===== config.mk =====
export PLATFORM = sky130hd
export DESIGN_NAME = udp_rx_noc_out_flat
export DESIGN_NICKNAME = d
export VERILOG_FILES = /design/src/rtl/udp_rx_noc_out_pkg.sv /design/src/rtl/udp_rx_noc_out_if.sv /design/src/rtl/udp_rx_noc_out_datap.sv /design/src/rtl/udp_rx_noc_out.sv /design/src/flat_wrapper.sv
export SDC_FILE = /design/constraint.sdc
export NUM_CORES = 1
export LEC_CHECK = 0
export ABC_AREA = 1
export BUFFER_PORTS_ARGS = -buffer_cell sky130_fd_sc_hd__buf_2
export CORE_AREA = 3 3 500 502
export CTS_BUF_LIST = sky130_fd_sc_hd__clkbuf_8
export DETAILED_ROUTE_END_ITERATION = 8
export DIE_AREA = 0 0 503 505
export PLACE_DENSITY = 0.33
export SLEW_MARGIN = 20
export SYNTH_ARGS = -nofsm -noshare
export SYNTH_HDL_FRONTEND = slang
export SYNTH_SLANG_ARGS = --single-unit

===== constraint.sdc =====
create_clock -name clk -period 2.7 [get_ports clk]
set_input_delay 0.27 -clock clk [delete_from_list [all_inputs] [get_ports clk]]
set_output_delay 0.27 -clock clk [all_outputs]
set_load 0.02 [all_outputs]

===== src/rtl/udp_rx_noc_out_pkg.sv =====
// Shared UDP-tile definitions: NoC flit layouts, message types and length helpers
// used by the UDP receive-to-NoC output stage.
package udp_rx_noc_out_pkg;

  localparam int IP_ADDR_W       = 32;
  localparam int XY_WIDTH        = 8;
  localparam int NOC_FBITS_WIDTH = 4;
  localparam int MAC_INTERFACE_W = 512;
  localparam int MAC_PADBYTES_W  = 6;
  localparam int NOC_DATA_WIDTH  = 512;
  localparam int NOC_DATA_BYTES  = NOC_DATA_WIDTH / 8;
  localparam int UDP_HDR_BYTES   = 8;
  localparam int MSG_LEN_W       = 22;
  localparam int FLIT_CNT_W      = 17;
  localparam int PKT_ID_W        = 32;
  localparam int TIMESTAMP_W     = 64;

  typedef enum logic [7:0] {
    UDP_RX_SEGMENT = 8'd14,
    UDP_TX_SEGMENT = 8'd15
  } msg_type_e;

  typedef enum logic [1:0] {
    READY      = 2'd0,
    HDR_FLIT   = 2'd1,
    META_FLIT  = 2'd2,
    DATA_FLITS = 2'd3
  } noc_out_state_e;

  typedef struct packed {
    logic [15:0] src_port;
    logic [15:0] dst_port;
    logic [15:0] length;
    logic [15:0] chksum;
  } udp_pkt_hdr;

  typedef struct packed {
    logic [PKT_ID_W-1:0]    packet_id;
    logic [TIMESTAMP_W-1:0] timestamp;
  } tracker_stats_struct;

  localparam int HDR_USED_W = 4 * XY_WIDTH + 2 * NOC_FBITS_WIDTH + MSG_LEN_W + 8
                              + PKT_ID_W + TIMESTAMP_W;
  localparam int HDR_PAD_W  = NOC_DATA_WIDTH - HDR_USED_W;

  typedef struct packed {
    logic [XY_WIDTH-1:0]        dst_x;
    logic [XY_WIDTH-1:0]        dst_y;
    logic [NOC_FBITS_WIDTH-1:0] dst_fbits;
    logic [MSG_LEN_W-1:0]       msg_len;
    msg_type_e                  msg_type;
    logic [XY_WIDTH-1:0]        src_x;
    logic [XY_WIDTH-1:0]        src_y;
    logic [NOC_FBITS_WIDTH-1:0] src_fbits;
    tracker_stats_struct        stats;
    logic [HDR_PAD_W-1:0]       padding;
  } noc_hdr_flit;

  localparam int META_PAD_W = NOC_DATA_WIDTH - 2 * IP_ADDR_W - 48;

  typedef struct packed {
    logic [IP_ADDR_W-1:0]  src_ip;
    logic [IP_ADDR_W-1:0]  dst_ip;
    logic [15:0]           src_port;
    logic [15:0]           dst_port;
    logic [15:0]           data_length;
    logic [META_PAD_W-1:0] padding;
  } udp_rx_metadata_flit;

  // Payload bytes after the UDP header; malformed short lengths count as empty.
  function automatic logic [15:0] calc_data_len(input logic [15:0] udp_len);
    return (udp_len < 16'(UDP_HDR_BYTES)) ? 16'd0 : udp_len - 16'(UDP_HDR_BYTES);
  endfunction

  function automatic logic [FLIT_CNT_W-1:0] calc_flit_cnt(input logic [15:0] data_len);
    logic [FLIT_CNT_W-1:0] w_sum;
    w_sum = {1'b0, data_len} + FLIT_CNT_W'(NOC_DATA_BYTES - 1);
    return w_sum >> $clog2(NOC_DATA_BYTES);
  endfunction

endpackage


===== src/rtl/udp_rx_noc_out_if.sv =====
// Bundle/data/NoC handshake signals of the UDP receive-to-NoC output stage.
// slave is the stage itself; master is whatever drives it and sinks its flits.
interface udp_rx_noc_out_if;
  import udp_rx_noc_out_pkg::*;

  logic                       udp_rx_out_hdr_val;
  logic [IP_ADDR_W-1:0]       udp_rx_out_src_ip_addr;
  logic [IP_ADDR_W-1:0]       udp_rx_out_dst_ip_addr;
  udp_pkt_hdr                 udp_rx_out_udp_hdr;
  tracker_stats_struct        udp_rx_out_timestamp;
  logic [XY_WIDTH-1:0]        udp_rx_out_dst_x;
  logic [XY_WIDTH-1:0]        udp_rx_out_dst_y;
  logic [NOC_FBITS_WIDTH-1:0] udp_rx_out_dst_fbits;
  logic                       udp_rx_out_hdr_rdy;

  logic                       udp_rx_out_data_val;
  logic [MAC_INTERFACE_W-1:0] udp_rx_out_data;
  logic                       udp_rx_out_data_last;
  logic [MAC_PADBYTES_W-1:0]  udp_rx_out_data_padbytes;
  logic                       udp_rx_out_data_rdy;

  logic                       noc0_vrtoc_udp_rx_out_val;
  logic [NOC_DATA_WIDTH-1:0]  noc0_vrtoc_udp_rx_out_data;
  logic                       noc0_vrtoc_udp_rx_out_rdy;

  modport slave (
    input  udp_rx_out_hdr_val, udp_rx_out_src_ip_addr, udp_rx_out_dst_ip_addr,
           udp_rx_out_udp_hdr, udp_rx_out_timestamp, udp_rx_out_dst_x,
           udp_rx_out_dst_y, udp_rx_out_dst_fbits,
           udp_rx_out_data_val, udp_rx_out_data, udp_rx_out_data_last,
           udp_rx_out_data_padbytes, noc0_vrtoc_udp_rx_out_rdy,
    output udp_rx_out_hdr_rdy, udp_rx_out_data_rdy,
           noc0_vrtoc_udp_rx_out_val, noc0_vrtoc_udp_rx_out_data
  );

  modport master (
    output udp_rx_out_hdr_val, udp_rx_out_src_ip_addr, udp_rx_out_dst_ip_addr,
           udp_rx_out_udp_hdr, udp_rx_out_timestamp, udp_rx_out_dst_x,
           udp_rx_out_dst_y, udp_rx_out_dst_fbits,
           udp_rx_out_data_val, udp_rx_out_data, udp_rx_out_data_last,
           udp_rx_out_data_padbytes, noc0_vrtoc_udp_rx_out_rdy,
    input  udp_rx_out_hdr_rdy, udp_rx_out_data_rdy,
           noc0_vrtoc_udp_rx_out_val, noc0_vrtoc_udp_rx_out_data
  );

endinterface


===== src/rtl/udp_rx_noc_out_datap.sv =====
// Datapath: captures the packet bundle, formats header/metadata flits, selects the
// outgoing NoC word and tracks how many payload flits are still owed.
module udp_rx_noc_out_datap
  import udp_rx_noc_out_pkg::*;
#(
  parameter logic [XY_WIDTH-1:0] SRC_X = '0,
  parameter logic [XY_WIDTH-1:0] SRC_Y = '0
) (
  input  logic                       clk,
  input  logic                       rst_n,
  input  logic                       i_load,
  input  logic                       i_beat,
  input  noc_out_state_e             i_state,
  input  logic [IP_ADDR_W-1:0]       i_src_ip,
  input  logic [IP_ADDR_W-1:0]       i_dst_ip,
  input  udp_pkt_hdr                 i_udp_hdr,
  input  tracker_stats_struct        i_stats,
  input  logic [XY_WIDTH-1:0]        i_dst_x,
  input  logic [XY_WIDTH-1:0]        i_dst_y,
  input  logic [NOC_FBITS_WIDTH-1:0] i_dst_fbits,
  input  logic [MAC_INTERFACE_W-1:0] i_data,
  output logic [NOC_DATA_WIDTH-1:0]  o_noc_data,
  output logic                       o_has_data,
  output logic                       o_last_beat
);

  logic [IP_ADDR_W-1:0]       r_src_ip;
  logic [IP_ADDR_W-1:0]       r_dst_ip;
  udp_pkt_hdr                 r_udp_hdr;
  tracker_stats_struct        r_stats;
  logic [XY_WIDTH-1:0]        r_dst_x;
  logic [XY_WIDTH-1:0]        r_dst_y;
  logic [NOC_FBITS_WIDTH-1:0] r_dst_fbits;
  logic [FLIT_CNT_W-1:0]      r_flits_remaining;

  logic [15:0]               w_data_len;
  logic [FLIT_CNT_W-1:0]     w_flit_cnt;
  noc_hdr_flit               w_hdr_flit;
  udp_rx_metadata_flit       w_meta_flit;
  logic                      w_unused;

  always_ff @(posedge clk or negedge rst_n) begin
    if (!rst_n) begin
      r_src_ip          <= '0;
      r_dst_ip          <= '0;
      r_udp_hdr         <= '0;
      r_stats           <= '0;
      r_dst_x           <= '0;
      r_dst_y           <= '0;
      r_dst_fbits       <= '0;
      r_flits_remaining <= '0;
    end else if (i_load) begin
      r_src_ip          <= i_src_ip;
      r_dst_ip          <= i_dst_ip;
      r_udp_hdr         <= i_udp_hdr;
      r_stats           <= i_stats;
      r_dst_x           <= i_dst_x;
      r_dst_y           <= i_dst_y;
      r_dst_fbits       <= i_dst_fbits;
      r_flits_remaining <= calc_flit_cnt(calc_data_len(i_udp_hdr.length));
    end else if (i_beat) begin
      r_flits_remaining <= r_flits_remaining - FLIT_CNT_W'(1);
    end
  end

  assign w_data_len = calc_data_len(r_udp_hdr.length);
  assign w_flit_cnt = calc_flit_cnt(w_data_len);

  always_comb begin
    w_hdr_flit           = '0;
    w_hdr_flit.dst_x     = r_dst_x;
    w_hdr_flit.dst_y     = r_dst_y;
    w_hdr_flit.dst_fbits = r_dst_fbits;
    w_hdr_flit.msg_len   = MSG_LEN_W'(w_flit_cnt) + MSG_LEN_W'(1);
    w_hdr_flit.msg_type  = UDP_RX_SEGMENT;
    w_hdr_flit.src_x     = SRC_X;
    w_hdr_flit.src_y     = SRC_Y;
    w_hdr_flit.stats     = r_stats;
  end

  always_comb begin
    w_meta_flit             = '0;
    w_meta_flit.src_ip      = r_src_ip;
    w_meta_flit.dst_ip      = r_dst_ip;
    w_meta_flit.src_port    = r_udp_hdr.src_port;
    w_meta_flit.dst_port    = r_udp_hdr.dst_port;
    w_meta_flit.data_length = w_data_len;
  end

  // Outside the flit-emitting states the bus is parked at zero.
  always_comb begin
    o_noc_data = '0;
    case (i_state)
      HDR_FLIT:   o_noc_data = w_hdr_flit;
      META_FLIT:  o_noc_data = w_meta_flit;
      DATA_FLITS: o_noc_data = i_data;
      default:    o_noc_data = '0;
    endcase
  end

  assign o_has_data  = (r_flits_remaining != '0);
  assign o_last_beat = (r_flits_remaining == FLIT_CNT_W'(1));

  assign w_unused = ^r_udp_hdr.chksum;

endmodule


===== src/rtl/udp_rx_noc_out.sv =====
// UDP receive-to-NoC output stage: turns a parsed packet bundle plus payload beats
// into a header flit, a metadata flit and ceil(len/NOC_DATA_BYTES) data flits.
module udp_rx_noc_out
  import udp_rx_noc_out_pkg::*;
#(
  parameter logic [XY_WIDTH-1:0] SRC_X = '0,
  parameter logic [XY_WIDTH-1:0] SRC_Y = '0
) (
  input logic             clk,
  input logic             rst_n,
  udp_rx_noc_out_if.slave bus
);

  noc_out_state_e r_state;
  logic           r_hdr_rdy;
  logic           r_flit_val;
  logic           r_in_data;

  logic w_load;
  logic w_beat;
  logic w_has_data;
  logic w_last_beat;
  logic w_noc_rdy;
  logic w_unused;

  assign w_noc_rdy = bus.noc0_vrtoc_udp_rx_out_rdy;
  assign w_load    = (r_state == READY) && bus.udp_rx_out_hdr_val;
  assign w_beat    = r_in_data && bus.udp_rx_out_data_val && w_noc_rdy;

  // Framing is owned by the flit counter; data_last and padbytes are not consulted.
  always_ff @(posedge clk or negedge rst_n) begin
    if (!rst_n) begin
      r_state    <= READY;
      r_hdr_rdy  <= 1'b1;
      r_flit_val <= 1'b0;
      r_in_data  <= 1'b0;
    end else begin
      case (r_state)
        READY: begin
          if (bus.udp_rx_out_hdr_val) begin
            r_state    <= HDR_FLIT;
            r_hdr_rdy  <= 1'b0;
            r_flit_val <= 1'b1;
          end
        end
        HDR_FLIT: begin
          if (w_noc_rdy) r_state <= META_FLIT;
        end
        META_FLIT: begin
          if (w_noc_rdy) begin
            r_flit_val <= 1'b0;
            if (w_has_data) begin
              r_state   <= DATA_FLITS;
              r_in_data <= 1'b1;
            end else begin
              r_state   <= READY;
              r_hdr_rdy <= 1'b1;
            end
          end
        end
        DATA_FLITS: begin
          if (w_beat && w_last_beat) begin
            r_state   <= READY;
            r_in_data <= 1'b0;
            r_hdr_rdy <= 1'b1;
          end
        end
        default: begin
          r_state    <= READY;
          r_hdr_rdy  <= 1'b1;
          r_flit_val <= 1'b0;
          r_in_data  <= 1'b0;
        end
      endcase
    end
  end

  assign bus.udp_rx_out_hdr_rdy        = r_hdr_rdy;
  assign bus.udp_rx_out_data_rdy       = r_in_data && w_noc_rdy;
  assign bus.noc0_vrtoc_udp_rx_out_val = r_in_data ? bus.udp_rx_out_data_val : r_flit_val;

  udp_rx_noc_out_datap #(
    .SRC_X (SRC_X),
    .SRC_Y (SRC_Y)
  ) u_datap (
    .clk         (clk),
    .rst_n       (rst_n),
    .i_load      (w_load),
    .i_beat      (w_beat),
    .i_state     (r_state),
    .i_src_ip    (bus.udp_rx_out_src_ip_addr),
    .i_dst_ip    (bus.udp_rx_out_dst_ip_addr),
    .i_udp_hdr   (bus.udp_rx_out_udp_hdr),
    .i_stats     (bus.udp_rx_out_timestamp),
    .i_dst_x     (bus.udp_rx_out_dst_x),
    .i_dst_y     (bus.udp_rx_out_dst_y),
    .i_dst_fbits (bus.udp_rx_out_dst_fbits),
    .i_data      (bus.udp_rx_out_data),
    .o_noc_data  (bus.noc0_vrtoc_udp_rx_out_data),
    .o_has_data  (w_has_data),
    .o_last_beat (w_last_beat)
  );

  assign w_unused = ^{bus.udp_rx_out_data_last, bus.udp_rx_out_data_padbytes};

endmodule


===== src/flat_wrapper.sv =====
// flat-port wrapper written by rule: the top's interface ports become plain ports
module udp_rx_noc_out_flat import udp_rx_noc_out_pkg::*;
#(
  parameter logic [XY_WIDTH-1:0] SRC_X = '0,
  parameter logic [XY_WIDTH-1:0] SRC_Y = '0
)
  (clk, rst_n, bus_udp_rx_out_hdr_val, bus_udp_rx_out_src_ip_addr, bus_udp_rx_out_dst_ip_addr, bus_udp_rx_out_udp_hdr, bus_udp_rx_out_timestamp, bus_udp_rx_out_dst_x, bus_udp_rx_out_dst_y, bus_udp_rx_out_dst_fbits, bus_udp_rx_out_data_val, bus_udp_rx_out_data, bus_udp_rx_out_data_last, bus_udp_rx_out_data_padbytes, bus_noc0_vrtoc_udp_rx_out_rdy, bus_udp_rx_out_hdr_rdy, bus_udp_rx_out_data_rdy, bus_noc0_vrtoc_udp_rx_out_val, bus_noc0_vrtoc_udp_rx_out_data);
  udp_rx_noc_out_if bus_i ();
  input logic clk;
  input logic rst_n;
  input wire logic [$bits(bus_i.udp_rx_out_hdr_val)-1:0] bus_udp_rx_out_hdr_val;
  input wire logic [$bits(bus_i.udp_rx_out_src_ip_addr)-1:0] bus_udp_rx_out_src_ip_addr;
  input wire logic [$bits(bus_i.udp_rx_out_dst_ip_addr)-1:0] bus_udp_rx_out_dst_ip_addr;
  input wire logic [$bits(bus_i.udp_rx_out_udp_hdr)-1:0] bus_udp_rx_out_udp_hdr;
  input wire logic [$bits(bus_i.udp_rx_out_timestamp)-1:0] bus_udp_rx_out_timestamp;
  input wire logic [$bits(bus_i.udp_rx_out_dst_x)-1:0] bus_udp_rx_out_dst_x;
  input wire logic [$bits(bus_i.udp_rx_out_dst_y)-1:0] bus_udp_rx_out_dst_y;
  input wire logic [$bits(bus_i.udp_rx_out_dst_fbits)-1:0] bus_udp_rx_out_dst_fbits;
  input wire logic [$bits(bus_i.udp_rx_out_data_val)-1:0] bus_udp_rx_out_data_val;
  input wire logic [$bits(bus_i.udp_rx_out_data)-1:0] bus_udp_rx_out_data;
  input wire logic [$bits(bus_i.udp_rx_out_data_last)-1:0] bus_udp_rx_out_data_last;
  input wire logic [$bits(bus_i.udp_rx_out_data_padbytes)-1:0] bus_udp_rx_out_data_padbytes;
  input wire logic [$bits(bus_i.noc0_vrtoc_udp_rx_out_rdy)-1:0] bus_noc0_vrtoc_udp_rx_out_rdy;
  output wire logic [$bits(bus_i.udp_rx_out_hdr_rdy)-1:0] bus_udp_rx_out_hdr_rdy;
  output wire logic [$bits(bus_i.udp_rx_out_data_rdy)-1:0] bus_udp_rx_out_data_rdy;
  output wire logic [$bits(bus_i.noc0_vrtoc_udp_rx_out_val)-1:0] bus_noc0_vrtoc_udp_rx_out_val;
  output wire logic [$bits(bus_i.noc0_vrtoc_udp_rx_out_data)-1:0] bus_noc0_vrtoc_udp_rx_out_data;
  assign bus_i.udp_rx_out_hdr_val = bus_udp_rx_out_hdr_val;
  assign bus_i.udp_rx_out_src_ip_addr = bus_udp_rx_out_src_ip_addr;
  assign bus_i.udp_rx_out_dst_ip_addr = bus_udp_rx_out_dst_ip_addr;
  assign bus_i.udp_rx_out_udp_hdr = bus_udp_rx_out_udp_hdr;
  assign bus_i.udp_rx_out_timestamp = bus_udp_rx_out_timestamp;
  assign bus_i.udp_rx_out_dst_x = bus_udp_rx_out_dst_x;
  assign bus_i.udp_rx_out_dst_y = bus_udp_rx_out_dst_y;
  assign bus_i.udp_rx_out_dst_fbits = bus_udp_rx_out_dst_fbits;
  assign bus_i.udp_rx_out_data_val = bus_udp_rx_out_data_val;
  assign bus_i.udp_rx_out_data = bus_udp_rx_out_data;
  assign bus_i.udp_rx_out_data_last = bus_udp_rx_out_data_last;
  assign bus_i.udp_rx_out_data_padbytes = bus_udp_rx_out_data_padbytes;
  assign bus_i.noc0_vrtoc_udp_rx_out_rdy = bus_noc0_vrtoc_udp_rx_out_rdy;
  assign bus_udp_rx_out_hdr_rdy = bus_i.udp_rx_out_hdr_rdy;
  assign bus_udp_rx_out_data_rdy = bus_i.udp_rx_out_data_rdy;
  assign bus_noc0_vrtoc_udp_rx_out_val = bus_i.noc0_vrtoc_udp_rx_out_val;
  assign bus_noc0_vrtoc_udp_rx_out_data = bus_i.noc0_vrtoc_udp_rx_out_data;
  udp_rx_noc_out #(.SRC_X(SRC_X), .SRC_Y(SRC_Y)) u_core (.clk(clk), .rst_n(rst_n), .bus(bus_i));
endmodule

======== Word level (Yosys, flattened, before mapping) ========
Cells that the tools add are included.
storage, ports and cells
  flip-flop bits (word level) ............. 250
  input bits .............................. 768
  output and inout port bits .............. 515
  word-level logic and storage cells ...... 72
cells by class
  add/sub/neg operators ................... 6
  magnitude comparators ................... 2
  eq/ne operators ......................... 10
  multiplexer cells ....................... 24
  reduce and logical (&&, ||, !) cells .... 15
operators with widths
  operator                                               number
  one-hot mux 512 bit (3 select lines)                   1
  adder 16 x 6 -> 17 bit (second input constant)         2
  two-way mux 17 bit                                     2
  < comparator 16 x 4 -> 1 bit (second input constant)   2
  two-way mux 16 bit                                     2
  subtractor 16 x 4 -> 16 bit (second input constant)    2
  equality test 17 x 1 -> 1 bit (second input constant)  1
  nonzero test 17 bit                                    1
  subtractor 17 x 1 -> 17 bit (second input constant)    1
  adder 11 x 1 -> 12 bit (second input constant)         1
  two-way mux 1 bit                                      10
  two-way mux 2 bit                                      5
  != test 2 bit (second input constant)                  5
  one-hot mux 2 bit (4 select lines)                     1
  AND reduction 4 bit                                    2
  nonzero test 2 bit                                     3
  logical AND 1 bit                                      5
  AND reduction 5 bit                                    1
  equality test 2 bit (second input constant)            2
  one-hot mux 1 bit (2 select lines)                     2
  one-hot mux 1 bit (3 select lines)                     1
  AND reduction 3 bit                                    1
  nonzero test 3 bit                                     1
  equality test 2 x 1 -> 1 bit (second input constant)   1
  other kinds (2)                                        2

======== Longest topological paths before layout ========
  depth after elaboration ................. 5
  gate-level depth with buffers ........... 18
  gate-level depth less buffers ........... 18

======== Hierarchy ========
Synthesis repeated with hierarchy kept, for this count alone.
second synthesis, totals
  cell total of the unflattened synthesis .. 2,547
  area, all modules ....................... 16,269.4 µm²
modules (own cells, without submodules)
  module                instances  cells each  area each (µm²)
  udp_rx_noc_out_datap  1          2,496       15,932.8
  udp_rx_noc_out        1          51          336.6

======== Worst setup path after synthesis ========
OpenSTA, ideal clock, no wires.
  path type ............................... flip-flop to output port
  start ................................... register u_core.u_datap.r_udp_hdr[19] (netlist bit)
  end ..................................... output port bus_noc0_vrtoc_udp_rx_out_data[476]
  arrival ................................. 2,389 ps
  required time ........................... 2,430 ps
  path slack .............................. 41 ps
  cell stages (with the launch flop) ...... 16
  cells stage by stage .................... dfrtp_1 -> inv_2 -> ha_1 -> inv_1 -> nand2_1 -> nand2_1 -> o31ai_4 -> nand2_4 -> nand2_4 -> nand2_1 -> o21ai_0 -> ha_1 -> nand4_1 -> nor2_2 -> a21oi_1 -> o21bai_1
between the ends
  word-level cells in the longest chain between the ends .. 5
  elaborated cells between the ends (all ways) .. 6
  those cells by class .................... add/sub (3); order compare (1); mux (2)
RTL lines
  element                                                                      RTL line                    RTL
  start, declared                                                              udp_rx_noc_out_datap.sv:29  udp_pkt_hdr r_udp_hdr;
  start signal, assigned                                                       udp_rx_noc_out_datap.sv:55  r_udp_hdr <= i_udp_hdr;
  subtractor 16 x 4 -> 16 bit or < comparator 16 x 4 -> 1 bit (tied branches)  udp_rx_noc_out_pkg.sv:72    return (udp_len < 16'(UDP_HDR_BYTES)) ? 16'd0 : udp_len - 16'(UDP_HDR_BYTES);
  two-way mux 16 bit *                                                         udp_rx_noc_out_pkg.sv:72
  adder 16 x 6 -> 17 bit *                                                     udp_rx_noc_out_pkg.sv:77    w_sum = {1'b0, data_len} + FLIT_CNT_W'(NOC_DATA_BYTES - 1);
  adder 11 x 1 -> 12 bit *                                                     udp_rx_noc_out_datap.sv:74  w_hdr_flit.msg_len = MSG_LEN_W'(w_flit_cnt) + MSG_LEN_W'(1);
  one-hot mux 512 bit (3 select lines) *                                       udp_rx_noc_out_datap.sv:93  case (i_state)
  end, declared                                                                flat_wrapper.sv:27          output wire logic [$bits(bus_i.noc0_vrtoc_udp_rx_out_data)-1:0] bus_noc0_vrtoc_udp_rx_out_data;
Every way passes the cells marked *; elsewhere a longest branch is shown, timed or not.

======== Final worst setup path ========
  start ................................... register u_core.u_datap.r_udp_hdr[20] (netlist bit)
  end ..................................... output port bus_noc0_vrtoc_udp_rx_out_data[478]
Same word-level chain as after synthesis.

==> metrics.md <==
| Metric | Value |
|---|---|
| Core box area | `246000 um^2` |
| Critical path peak fanout | `6` |
| EDFF count, synth | `0` |
| Top FF cell, synth | `dfrtp_1` |
| Largest net degree at the start of global routing | `92` |
| Final critical-path share of the clock period | `124%` |
| WL/cell | `24.8 um` |
| H-Tree Depth | `2` |
| CP bufs+invs | `3` |
| Ys Warns | `0` |
| CP max-delay cell | `dfrtp_1` |
| Root Driver | `clkbuf_8` |
| Total number of vias | `23879` |
| WP data required | `2430 ps` |
| Hold Path Class | `in2reg` |
| I/O Buffers | `1259` |
| Final max-slew violation count | `0` |
| Number of I/O pins | `1283` |
| Die area | `254000 um^2` |
| Crit path cell chain | `buf_6 -> nor2_4 -> nand2_4 -> nor2_8 -> nand2_8 -> o31ai_4 -> nand2_4 -> nand2_8 -> nand2_4 -> o21ai_4 -> ha_4 -> nand4_1 -> nor2_4 -> buf_6 -> nand3_2 -> nand3_2 -> nand2_2 -> buf_6` |
| Reg2Reg Depth | `11` |
| Starting Density | `6.56%` |
| Final hold violations | `0` |
| RePlAce Congestion | `0.925` |
| Reg area | `6260 um^2` |
| Final setup fails | `23` |
| # Max-Cap Violations | `0` |
| Syn Area/Cell | `6.33 um^2` |
| Die Span Y | `505 um` |
| Fillers | `28595` |
| CTS tree | `done` |
| RSZ-0062 raised after global routing | `true` |
| Layout area overhead | `118%` |
| Reg2Reg Setup Slack | `370 ps` |
| CTS Buffer Depth | `3` |
| Synthesized area | `16100 um^2` |
| Layout cell share with drive strength beyond 1 | `44.5%` |
| Overflow after GRT | `0` |
| Async SR Flop Fraction | `100%` |
| Antenna violations before repair | `163` |
| Failing checks | `negative setup slack` |
| Reg-to-Reg End | `u_core.r_state[1]$_DFFE_PN0P_` |
| LEAKAGE | `19.0 nW` |
| Post-DP HPWL | `153000 um` |
| Sequential-to-total area share from yosys stat | `38.8%` |
| Critical Path Sink Type | `primary output` |
| Vias in the first global route | `24575` |
| Clk pin slew, worst setup/hold paths | `50 ps` |
| RR Startpoint | `u_core.r_state[0]$_DFFE_PN0P_` |
| Worst-Skew Late Latency | `670 ps` |
| Final nets | `4943` |
| First-pass GRT wire length | `235000 um` |
| DRC | `0` |
| Yosys cell types | `44` |
| Run status | `finished with violations` |
| Pwr Density | `1160 nW/um^2` |
| Hold Crit Endpoint | `u_core.u_datap.r_udp_hdr[19]$_DFFE_PN0P_` |
| Worst Tran Pin Value | `588 ps` |
| Final ANT Viol Nets | `0` |
| Initial DRT Pass Iterations | `6` |
| Slew headroom | `60.8%` |
| Min Hold Slack | `112 ps` |
| Hold depth | `3` |
| VDD IR max | `0.603 mV` |
| DR iter-0 viols | `1108` |
| Avg Vias per Cell | `3.19` |
| Clk sinks | `250` |
| Multi-input logic area | `9140 um^2` |
| Final wirelength | `186000 um` |
| Overall Power | `40.7 mW` |
| Die width | `503 um` |
| Yosys reg bits | `250` |
| WS Path Type | `reg2out` |
| Arr. time, crit path | `3090 ps` |
| Rows | `182` |
| Worst Hold Launch | `bus_udp_rx_out_udp_hdr[19]` |
| Worst path max stage delay | `400 ps` |
| Inserted Clock Buffers | `52` |
| Kind of start point of the critical path | `flip-flop` |
| Fin Clk Skew | `35.3 ps` |
| GRT Overall Usage | `13.8%` |
| Setup WS post-layout | `-655 ps` |
| Tmin final | `3360 ps` |
| Crit-path leading delay family | `simple AND/OR/NAND/NOR gates` |
| Fmax | `298 MHz` |
| Mapped Cells | `2546` |
| Synth Net Count | `3319` |
[power by group]
group	switching [mW]	internal, mW
clock network	2.00	2.36
registers	1.35	5.44
logic	17.6	11.9
[Yosys cell counts, types with 3 or more instances]
| cell type | instances | share of area (%) |
|---|---|---|
| nor3_1 | 6 | 0.19 |
| xnor2_1 | 6 | 0.33 |
| a221o_1 | 3 | 0.19 |
| o311ai_0 | 3 | 0.16 |
| nand2_2 | 8 | 0.31 |
| xor2_1 | 10 | 0.54 |
| a21oi_1 | 26 | 0.81 |
| nor2_2 | 13 | 0.50 |
| o211ai_1 | 13 | 0.61 |
| nor2_1 | 407 | 9.5 |
| nand3_2 | 5 | 0.31 |
| buf_2 | 7 | 0.22 |
| inv_1 | 419 | 9.8 |
| nand4_1 | 7 | 0.27 |
| buf_1 | 19 | 0.44 |
| ha_1 | 5 | 0.39 |
| nand2_1 | 956 | 22 |
| o21ai_0 | 32 | 0.99 |
| inv_2 | 8 | 0.19 |
| clkbuf_1 | 110 | 2.6 |
| dfrtp_1 | 249 | 39 |
| a22oi_1 | 3 | 0.14 |
| nor2_4 | 6 | 0.42 |
| nand3_1 | 97 | 3.0 |
| nand2_4 | 6 | 0.42 |
| a22o_1 | 96 | 5.2 |
[stage by stage]
| step | utilization (%) | area (um^2) | TNS [ps] | setup WS (ps) | cells |
|---|---|---|---|---|---|
| 2_1_floorplan | - | 16100 | 0 | 40.5 | 2546 |
| 3_3_place_gp | 11.2 | 27500 | -765 | -238 | 7022 |
| 3_5_place_dp | 11.2 | 27500 | -499 | -180 | 7022 |
| 4_1_cts | 13.8 | 33900 | -21450 | -882 | 7414 |
| 5_1_grt | 14.3 | 35100 | -17850 | -934 | 7462 |
| 6_report | 14.3 | 35200 | -7570 | -655 | 7484 |
[layer usage]
| metal | wire length [um] | vias to the layer above | track usage (%) |
|---|---|---|---|
| li1 | - | 10957 | - |
| met1 | 65900 | 11395 | 14.5 |
| met2 | 96200 | 1142 | 25.5 |
| met3 | 13600 | 335 | 3.41 |
| met4 | 9510 | 50 | 6.66 |
| met5 | 358 | - | 0 |
[logic make-up (layout without fill, tap and decap cells)]
group | after synthesis | in the layout | synth area share (%)
buf+inv | 566 | 2229 | 13.3
flops | 250 | 250 | 38.8
simple gates | 1522 | 1522 | 37.9
other cells | 0 | 55 | 0
fa+ha+maj | 5 | 5 | 0.388
xor+xnor | 16 | 16 | 0.869
compound gates | 187 | 187 | 8.76
[worst max-delay path by stage]
stage / startpoint / endpoint / slack, ps / cells past startpoint
finish: u_core.u_datap.r_udp_hdr[20]$_DFFE_PN0P_ / bus_noc0_vrtoc_udp_rx_out_data[478] / -660 / 18
global route: u_core.u_datap.r_udp_hdr[20]$_DFFE_PN0P_ / bus_noc0_vrtoc_udp_rx_out_data[478] / -930 / 18
CTS: u_core.u_datap.r_udp_hdr[20]$_DFFE_PN0P_ / bus_noc0_vrtoc_udp_rx_out_data[474] / -880 / 18
detailed placement: u_core.u_datap.r_udp_hdr[20]$_DFFE_PN0P_ / bus_noc0_vrtoc_udp_rx_out_data[478] / -180 / 18
global placement: u_core.u_datap.r_udp_hdr[20]$_DFFE_PN0P_ / bus_noc0_vrtoc_udp_rx_out_data[478] / -240 / 18
floorplan: u_core.u_datap.r_udp_hdr[19]$_DFFE_PN0P_ / bus_noc0_vrtoc_udp_rx_out_data[476] / 40 / 15
[flip-flops by register name, indices dropped and copies added, names as in the netlist]
signal and cells:
u_core.bus.udp_rx_out_hdr_rdy 1, u_core.r_flit_val 1, u_core.r_in_data 1, u_core.r_state 2, u_core.u_datap.r_dst_fbits 4, u_core.u_datap.r_dst_ip 32
u_core.u_datap.r_dst_x 8, u_core.u_datap.r_dst_y 8, u_core.u_datap.r_flits_remaining 17, u_core.u_datap.r_src_ip 32, u_core.u_datap.r_stats 96, u_core.u_datap.r_udp_hdr 48
[area by class of cell]
| type | count | share of cell area (%) |
|---|---|---|
| Antenna cell | 55 | 0.392 |
| Clock buffer | 65 | 2.55 |
| Clock inverter | 28 | 0.552 |
| Inverter | 429 | 4.66 |
| Multi-Input combinational cell | 1730 | 26.0 |
| Sequential cell | 250 | 17.8 |
| Tap cell | 3220 | 11.5 |
| Timing Repair Buffer | 1706 | 36.5 |
| Timing Repair inverter | 1 | 0.0249 |
[placed cells by master, fill, tap and decap left out, types with 31 or more instances in the layout]
master and n:
buf_2 1083, nand2_1 892, inv_1 420, nor2_1 303, dfrtp_1 247, dlygate4sd3_1 221
buf_4 157, buf_6 118, a22o_1 88, nor2_2 67, clkbuf_8 65, nor2_4 56
diode_2 55, buf_12 50, nand3_1 48, nand2_2 41, nand3_2 39, buf_16 39
nand2_4 34, o21ai_0 31
[worst reg2reg max path: stages, from the launching register on]
cell     delay (ps)
dfrtp_2         450
buf_12          150
nand2_8          80
buf_16          190
buf_12          140
buf_6           130
inv_6            80
a22oi_1         190
o21ai_0         120
a21oi_1         280
nand3_1         240
o21a_1          170
[what timing repair did]
action,in CTS,in global routing
cloned,32,10
gates resized for setup,482,287
hold buffers,221,0
pin swaps,52,61
hold endpoints to repair,407,0
endpoints found under the setup margin,347,198
setup buffers,48,17
Note: power is estimated with default switching activity, not from simulation.
